==> src/rtl/rtc_servo_ctrl.sv <==
// PTP servo: turns one signed offset measurement per exchange into RTC commands,
// either a direct time step or a series of bounded phase slews followed by a frequency trim.
module rtc_servo_ctrl #(
  parameter logic [39:0] NOMINAL_PERIOD = 40'h8_0000_0000,
  parameter int          STEP_THRESH_NS = 1000,
  parameter int          MAX_SLEW_NS    = 100,
  parameter logic [31:0] ADJ_DELAY      = 32'd0,
  parameter int          STEP_COMP_NS   = 8,
  parameter int          FREQ_GAIN_SHL  = 16,
  parameter logic [39:0] MAX_FREQ_ADJ   = 40'h0_0100_0000
) (
  input  logic        clk,
  input  logic        rst,
  input  logic        meas_valid,
  input  logic [63:0] meas_offset_ns,
  output logic        meas_ready,
  input  logic [63:0] time_ptp_ns,
  input  logic        adj_ld_done,
  output logic        time_ld,
  output logic [71:0] time_reg_ns_in,
  output logic        period_ld,
  output logic [39:0] period_in,
  output logic        adj_ld,
  output logic [31:0] adj_ld_data,
  output logic [39:0] period_adj,
  output logic        busy,
  output logic [15:0] step_count,
  output logic [15:0] drop_count
);

  typedef enum logic [2:0] {
    S_IDLE,
    S_DECIDE,
    S_STEP,
    S_SLEW,
    S_WAIT_LO,
    S_WAIT_HI,
    S_FREQ
  } state_t;

  localparam logic [63:0]        THRESH   = 64'(STEP_THRESH_NS);
  localparam logic [63:0]        COMP     = 64'(STEP_COMP_NS);
  localparam logic [63:0]        OFF_MIN  = {1'b1, 63'b0};
  localparam logic [63:0]        ABS_MAX  = {1'b0, {63{1'b1}}};
  localparam logic signed [63:0] SLEW_POS = 64'(MAX_SLEW_NS);
  localparam logic signed [63:0] SLEW_NEG = -SLEW_POS;
  localparam logic signed [47:0] FREQ_POS = {8'h00, MAX_FREQ_ADJ};
  localparam logic signed [47:0] FREQ_NEG = -FREQ_POS;

  state_t      state_q;
  logic [63:0] off_q;
  logic [63:0] resid_q;
  logic [39:0] integ_q;
  logic        meas_ready_q;
  logic        time_ld_q;
  logic [71:0] time_reg_q;
  logic        period_ld_q;
  logic [39:0] period_in_q;
  logic        adj_ld_q;
  logic [31:0] adj_ld_data_q;
  logic [39:0] period_adj_q;
  logic [15:0] step_count_q;
  logic [15:0] drop_count_q;

  logic [63:0]        off_abs;
  logic [63:0]        step_time;
  logic signed [63:0] chunk;
  logic [47:0]        freq_inc;
  logic [47:0]        freq_sum;
  logic [39:0]        integ_d;

  // The most-negative offset has no positive twin, so its magnitude pins at 2^63-1.
  always_comb begin
    off_abs = off_q;
    if (off_q == OFF_MIN) begin
      off_abs = ABS_MAX;
    end else if (off_q[63]) begin
      off_abs = -off_q;
    end

    step_time = time_ptp_ns + off_q + COMP;

    chunk = resid_q;
    if ($signed(resid_q) > SLEW_POS) begin
      chunk = SLEW_POS;
    end else if ($signed(resid_q) < SLEW_NEG) begin
      chunk = SLEW_NEG;
    end

    freq_inc = {{8{off_q[39]}}, off_q[39:0]} << FREQ_GAIN_SHL;
    freq_sum = {{8{integ_q[39]}}, integ_q} + freq_inc;
    integ_d  = freq_sum[39:0];
    if ($signed(freq_sum) > FREQ_POS) begin
      integ_d = FREQ_POS[39:0];
    end else if ($signed(freq_sum) < FREQ_NEG) begin
      integ_d = FREQ_NEG[39:0];
    end
  end

  always_ff @(posedge clk or posedge rst) begin
    if (rst) begin
      state_q       <= S_IDLE;
      off_q         <= '0;
      resid_q       <= '0;
      integ_q       <= '0;
      meas_ready_q  <= 1'b1;
      time_ld_q     <= 1'b0;
      time_reg_q    <= '0;
      period_ld_q   <= 1'b0;
      period_in_q   <= NOMINAL_PERIOD;
      adj_ld_q      <= 1'b0;
      adj_ld_data_q <= ADJ_DELAY;
      period_adj_q  <= '0;
      step_count_q  <= '0;
      drop_count_q  <= '0;
    end else begin
      time_ld_q   <= 1'b0;
      adj_ld_q    <= 1'b0;
      period_ld_q <= 1'b0;

      if (meas_valid && (state_q != S_IDLE) && (drop_count_q != 16'hFFFF)) begin
        drop_count_q <= drop_count_q + 16'd1;
      end

      case (state_q)
        S_IDLE: begin
          if (meas_valid) begin
            off_q        <= meas_offset_ns;
            resid_q      <= meas_offset_ns;
            meas_ready_q <= 1'b0;
            state_q      <= S_DECIDE;
          end
        end
        S_DECIDE: begin
          if (off_abs >= THRESH) begin
            state_q <= S_STEP;
          end else if (off_q == 64'd0) begin
            state_q <= S_FREQ;
          end else begin
            state_q <= S_SLEW;
          end
        end
        S_STEP: begin
          time_ld_q    <= 1'b1;
          time_reg_q   <= {step_time, 8'h00};
          step_count_q <= step_count_q + 16'd1;
          meas_ready_q <= 1'b1;
          state_q      <= S_IDLE;
        end
        // Only one precise adjustment may be outstanding in the RTC at a time.
        S_SLEW: begin
          if (adj_ld_done) begin
            adj_ld_q      <= 1'b1;
            period_adj_q  <= {chunk[7:0], 32'h0};
            adj_ld_data_q <= ADJ_DELAY;
            resid_q       <= resid_q - chunk;
            state_q       <= S_WAIT_LO;
          end
        end
        S_WAIT_LO: begin
          if (!adj_ld_done) begin
            state_q <= S_WAIT_HI;
          end
        end
        S_WAIT_HI: begin
          if (adj_ld_done) begin
            state_q <= (resid_q != 64'd0) ? S_SLEW : S_FREQ;
          end
        end
        S_FREQ: begin
          integ_q      <= integ_d;
          period_ld_q  <= 1'b1;
          period_in_q  <= NOMINAL_PERIOD + integ_d;
          meas_ready_q <= 1'b1;
          state_q      <= S_IDLE;
        end
        default: begin
          meas_ready_q <= 1'b1;
          state_q      <= S_IDLE;
        end
      endcase
    end
  end

  assign meas_ready     = meas_ready_q;
  assign busy           = ~meas_ready_q;
  assign time_ld        = time_ld_q;
  assign time_reg_ns_in = time_reg_q;
  assign period_ld      = period_ld_q;
  assign period_in      = period_in_q;
  assign adj_ld         = adj_ld_q;
  assign adj_ld_data    = adj_ld_data_q;
  assign period_adj     = period_adj_q;
  assign step_count     = step_count_q;
  assign drop_count     = drop_count_q;

endmodule

==> config.mk <==
export PLATFORM = sky130hd
export DESIGN_NAME = rtc_servo_ctrl
export DESIGN_NICKNAME = d
export VERILOG_FILES = /design/src/rtl/rtc_servo_ctrl.sv
export SDC_FILE = /design/constraint.sdc
export NUM_CORES = 1
export LEC_CHECK = 0
export BUFFER_PORTS_ARGS = -buffer_cell sky130_fd_sc_hd__buf_2
export CAP_MARGIN = 20
export CORE_ASPECT_RATIO = 1.25
export CORE_MARGIN = 3
export CORE_UTILIZATION = 47
export CTS_CLUSTER_SIZE = 8
export DETAILED_ROUTE_END_ITERATION = 10
export GPL_TIMING_DRIVEN = 0
export PLACE_DENSITY = 0.69
export SLEW_MARGIN = 10
export SYNTH_ARGS = -nofsm -noshare
export SYNTH_HDL_FRONTEND = slang
export SYNTH_SLANG_ARGS = --single-unit
==> constraint.sdc <==
create_clock -name clk -period 25.8 [get_ports clk]
set_clock_uncertainty 0.2 [all_clocks]
set_input_delay 5.16 -clock clk [delete_from_list [all_inputs] [get_ports clk]]
set_output_delay 5.16 -clock clk [all_outputs]
set_load 0.01 [all_outputs]
==> reports/results.tsv <==
metric	value	unit
critPathSlowestCell	o21ai_0	
grt_setup_unrepaired	false	
dp_cells	3911	
p_leak	13.0	nW
ys.flop_type	dfrtp_1	
slew_headroom	0.322	
syn_avg_cell_area	7.95	µm²
synth_compound_area_frac	0.238	
synth.top_cells.by_area	dfrtp_1 (29%), ha_1 (12%), nand2_1 (7.8%)	
nets	3667	
ys_ff_latch	268	
ioPinCount	353	
fin_setup_tns	0	ns
synth_edf_count	0	
finalMaxSlewViolations	0	
cts_tree	yes	
powerDensity	149	nW/µm²
rows	90	
cts_hold_buffers	0	
internal_power	1.90	mW
seqPwrFrac	0.221	
drive_gt1_frac	0.136	
clock_latency	0.55	ns
root_buffer	clkbuf_16	
worstSetupEndpointType	register	
num_vias	23300	
ir_drop	0.0000858	V
synthCells	2914	
final_cells	3971	
drt_iter0_drc	1923	
required	26.01	ns
synthArstFlopShare	1.00	
area_growth_syn_to_layout	15.6	%
synth_fa_ha_area_frac	0.124	
chipWidth	205	µm
cts_buffers	39	
postCtsSetupBuffers	0	
worstRegToRegCells	20	
hpwlAfterDp	63400	µm
synth_top_area_cell	dfrtp_1	
hold_viol	0	
holdPathStages	1	
placeableCoreArea	48500	µm²
grt_usage	0.294	
routed_wl	78900	µm
grt_max_degree	97	
routabilityCongestion	0.956	
cts.sinks	268	
worstMarginPinSlew	1.01	ns
ant_nets	0	
dieArea	52000	µm²
worstPathMaxFanout	4	
drcViolationCount	0	
wire_per_inst	19.9	µm
start_util	0.477	
crit_arrival	9.65	ns
crit_type	primary input to register	
antenna_found_initial	4	
hold_path.class	register to register	
fmax	0.106	GHz
status	finished clean	
muxShareOfSynthArea	0.00691	
maxCapViolCount	0	
yosys.area_share.simple	0.207	
clk_path_buf_depth	3	
cp-start-kind	primary input	
netlist_top_cells_count	nand2_1 (482), o21ai_0 (289), dfrtp_1 (266)	
swShare	0.522	
combPwrFrac	0.660	
seq_area_frac_synth	0.290	
synth_top_area_share	0.287	
cts_resized	0	
clk_pin_slew	0.05	ns
fin_crit_sh	0.366	
drtPass1Iterations	7	
path_cells	buf_2 > ha_1 > ha_1 > fa_1 > a211oi_1 > o21bai_1 > a21oi_1 > o21ai_0 > and4_1 > o21ai_0 > o41ai_1 > a221o_1 > a31oi_1 > o31ai_1 > xnor2_1 > o21ai_0	
num-fill-cells	4692	
ys_types	82	
ys_warn_count	0	
io_buffers	264	
final.min_clock_period	9.44	ns
grt_pass1_vias	22500	
synthXorXnorAreaFrac	0.0673	
clock_power_share	0.119	
synth_top_family_by_area	compound AO/OA/AOI/OAI gates	
p_sw	2.08	mW
cts_max_level	2	
cpPeakStageDelay	0.60	ns
grt_pass1_wl	123000	µm
cpMostUsedCell	o21ai_0	
vias_per_cell	5.88	
grt.overflow.total	0	
synthMostInstantiatedCell	nand2_1	
setup_viol_count_final	0	
die_h	254	µm
synth.cell_area	23200	µm²
hold_slack	0.266	ns
-- cell type report --
class	instances	area, µm²	area share
Multi-Input combinational cell	2425	15200	0.568
Sequential cell	268	6710	0.251
Timing Repair Buffer	266	1380	0.0514
Buffer	243	1320	0.0493
Clock buffer	56	1060	0.0396
Tap cell	644	806	0.0301
Inverter	65	251	0.00939
Clock inverter	3	30.0	0.00112
Antenna cell	1	2.50	0.0000935
-- power by group through the flow --
stage	clock network, mW	registers (mW)	logic (mW)
after floorplan	0	0.786	1.93
after global placement	0	0.867	2.54
after detailed placement	0	0.873	2.59
after CTS	0.482	0.868	2.60
after global routing	0.497	0.897	2.94
final	0.474	0.879	2.63
-- flip-flops by register name, summed over array words and instances (netlist names) --
| signal | flops |
|---|---|
| adj_ld | 1 |
| drop_count | 16 |
| integ_q | 24 |
| meas_ready | 1 |
| off_q | 64 |
| period_adj | 8 |
| period_in | 5 |
| period_ld | 1 |
| resid_q | 64 |
| state_q | 3 |
| step_count | 16 |
| time_ld | 1 |
| time_reg_ns_in | 64 |
-- metrics by stage --
step | total power [mW] | util | cell area, µm² | worst slack, ns
2_1_floorplan | 2.71 | - | 23500 | 13.06
3_3_place_gp | 3.41 | 0.528 | 25600 | 10.20
3_5_place_dp | 3.46 | 0.529 | 25700 | 15.84
4_1_cts | 3.95 | 0.552 | 26800 | 16.38
5_1_grt | 4.34 | 0.552 | 26800 | 16.04
6_report | 3.98 | 0.552 | 26800 | 16.36
-- worst max-delay path: cells and delay by family --
family / cells / cell delay, ns
AO/OA/AOI/OAI: 10 / 2.89
buffers and inverters: 1 / 0.11
XOR/XNOR: 1 / 0.22
adder cells (fa/ha/maj): 3 / 0.97
AND/OR/NAND/NOR: 1 / 0.29
-- worst paths after layout --
kind / start / end / slack [ns]
hold / removal: step_count[15] / step_count[15] / 0.27
max in group asynchronous: rst / period_in[35] / 19.94
setup / recovery: time_ptp_ns[1] / time_reg_ns_in[59] / 16.36
setup reg to reg: resid_q[48] / resid_q[63] / 17.78
min in group asynchronous: rst / off_q[55] / 4.50
hold reg to reg: step_count[15] / step_count[15] / 0.27
-- cells in the final DEF (no fill, tap or decap), types with 9 or more instances in the layout --
cell and count:
o31ai_1 20, conb_1 88, o21ai_0 289, clkbuf_1 143
or3_1 19, a22oi_1 11, ha_1 224, o211ai_1 18
a211oi_1 26, nand2_1 482, dfrtp_1 266, buf_4 107
and3_1 32, nor2_1 166, a221oi_1 10, a21boi_0 9
xor2_1 73, o21a_1 23, clkbuf_16 40, a21oi_1 211
nand2b_1 20, o21ai_1 9, nor2b_1 20, nand3_1 58
xnor2_1 105, nand4_1 61, buf_2 264, a31oi_1 42
inv_1 62, and2_1 11, a21o_1 103, nor4_1 42
or2_2 13, a311oi_1 9, nor3_1 58, o21bai_1 26
-- cell families after synthesis --
logic type | count (synthesis)
other cells | 1
simple gates | 1030
buf+inv | 308
fa+ha+maj | 227
xor+xnor | 178
mux | 15
compound gates | 887
flops | 268
-- metal layers --
metal | track usage | vias up | part of all wire | wire length, µm
li1 | - | 11200 | - | -
met1 | 0.366 | 11000 | 0.40 | 31900
met2 | 0.517 | 974 | 0.49 | 38400
met3 | 0.0364 | 195 | 0.065 | 5140
met4 | 0.118 | 8 | 0.042 | 3340
met5 | 0 | - | 0.00068 | 54
Note: power is estimated with default switching activity, not from simulation.
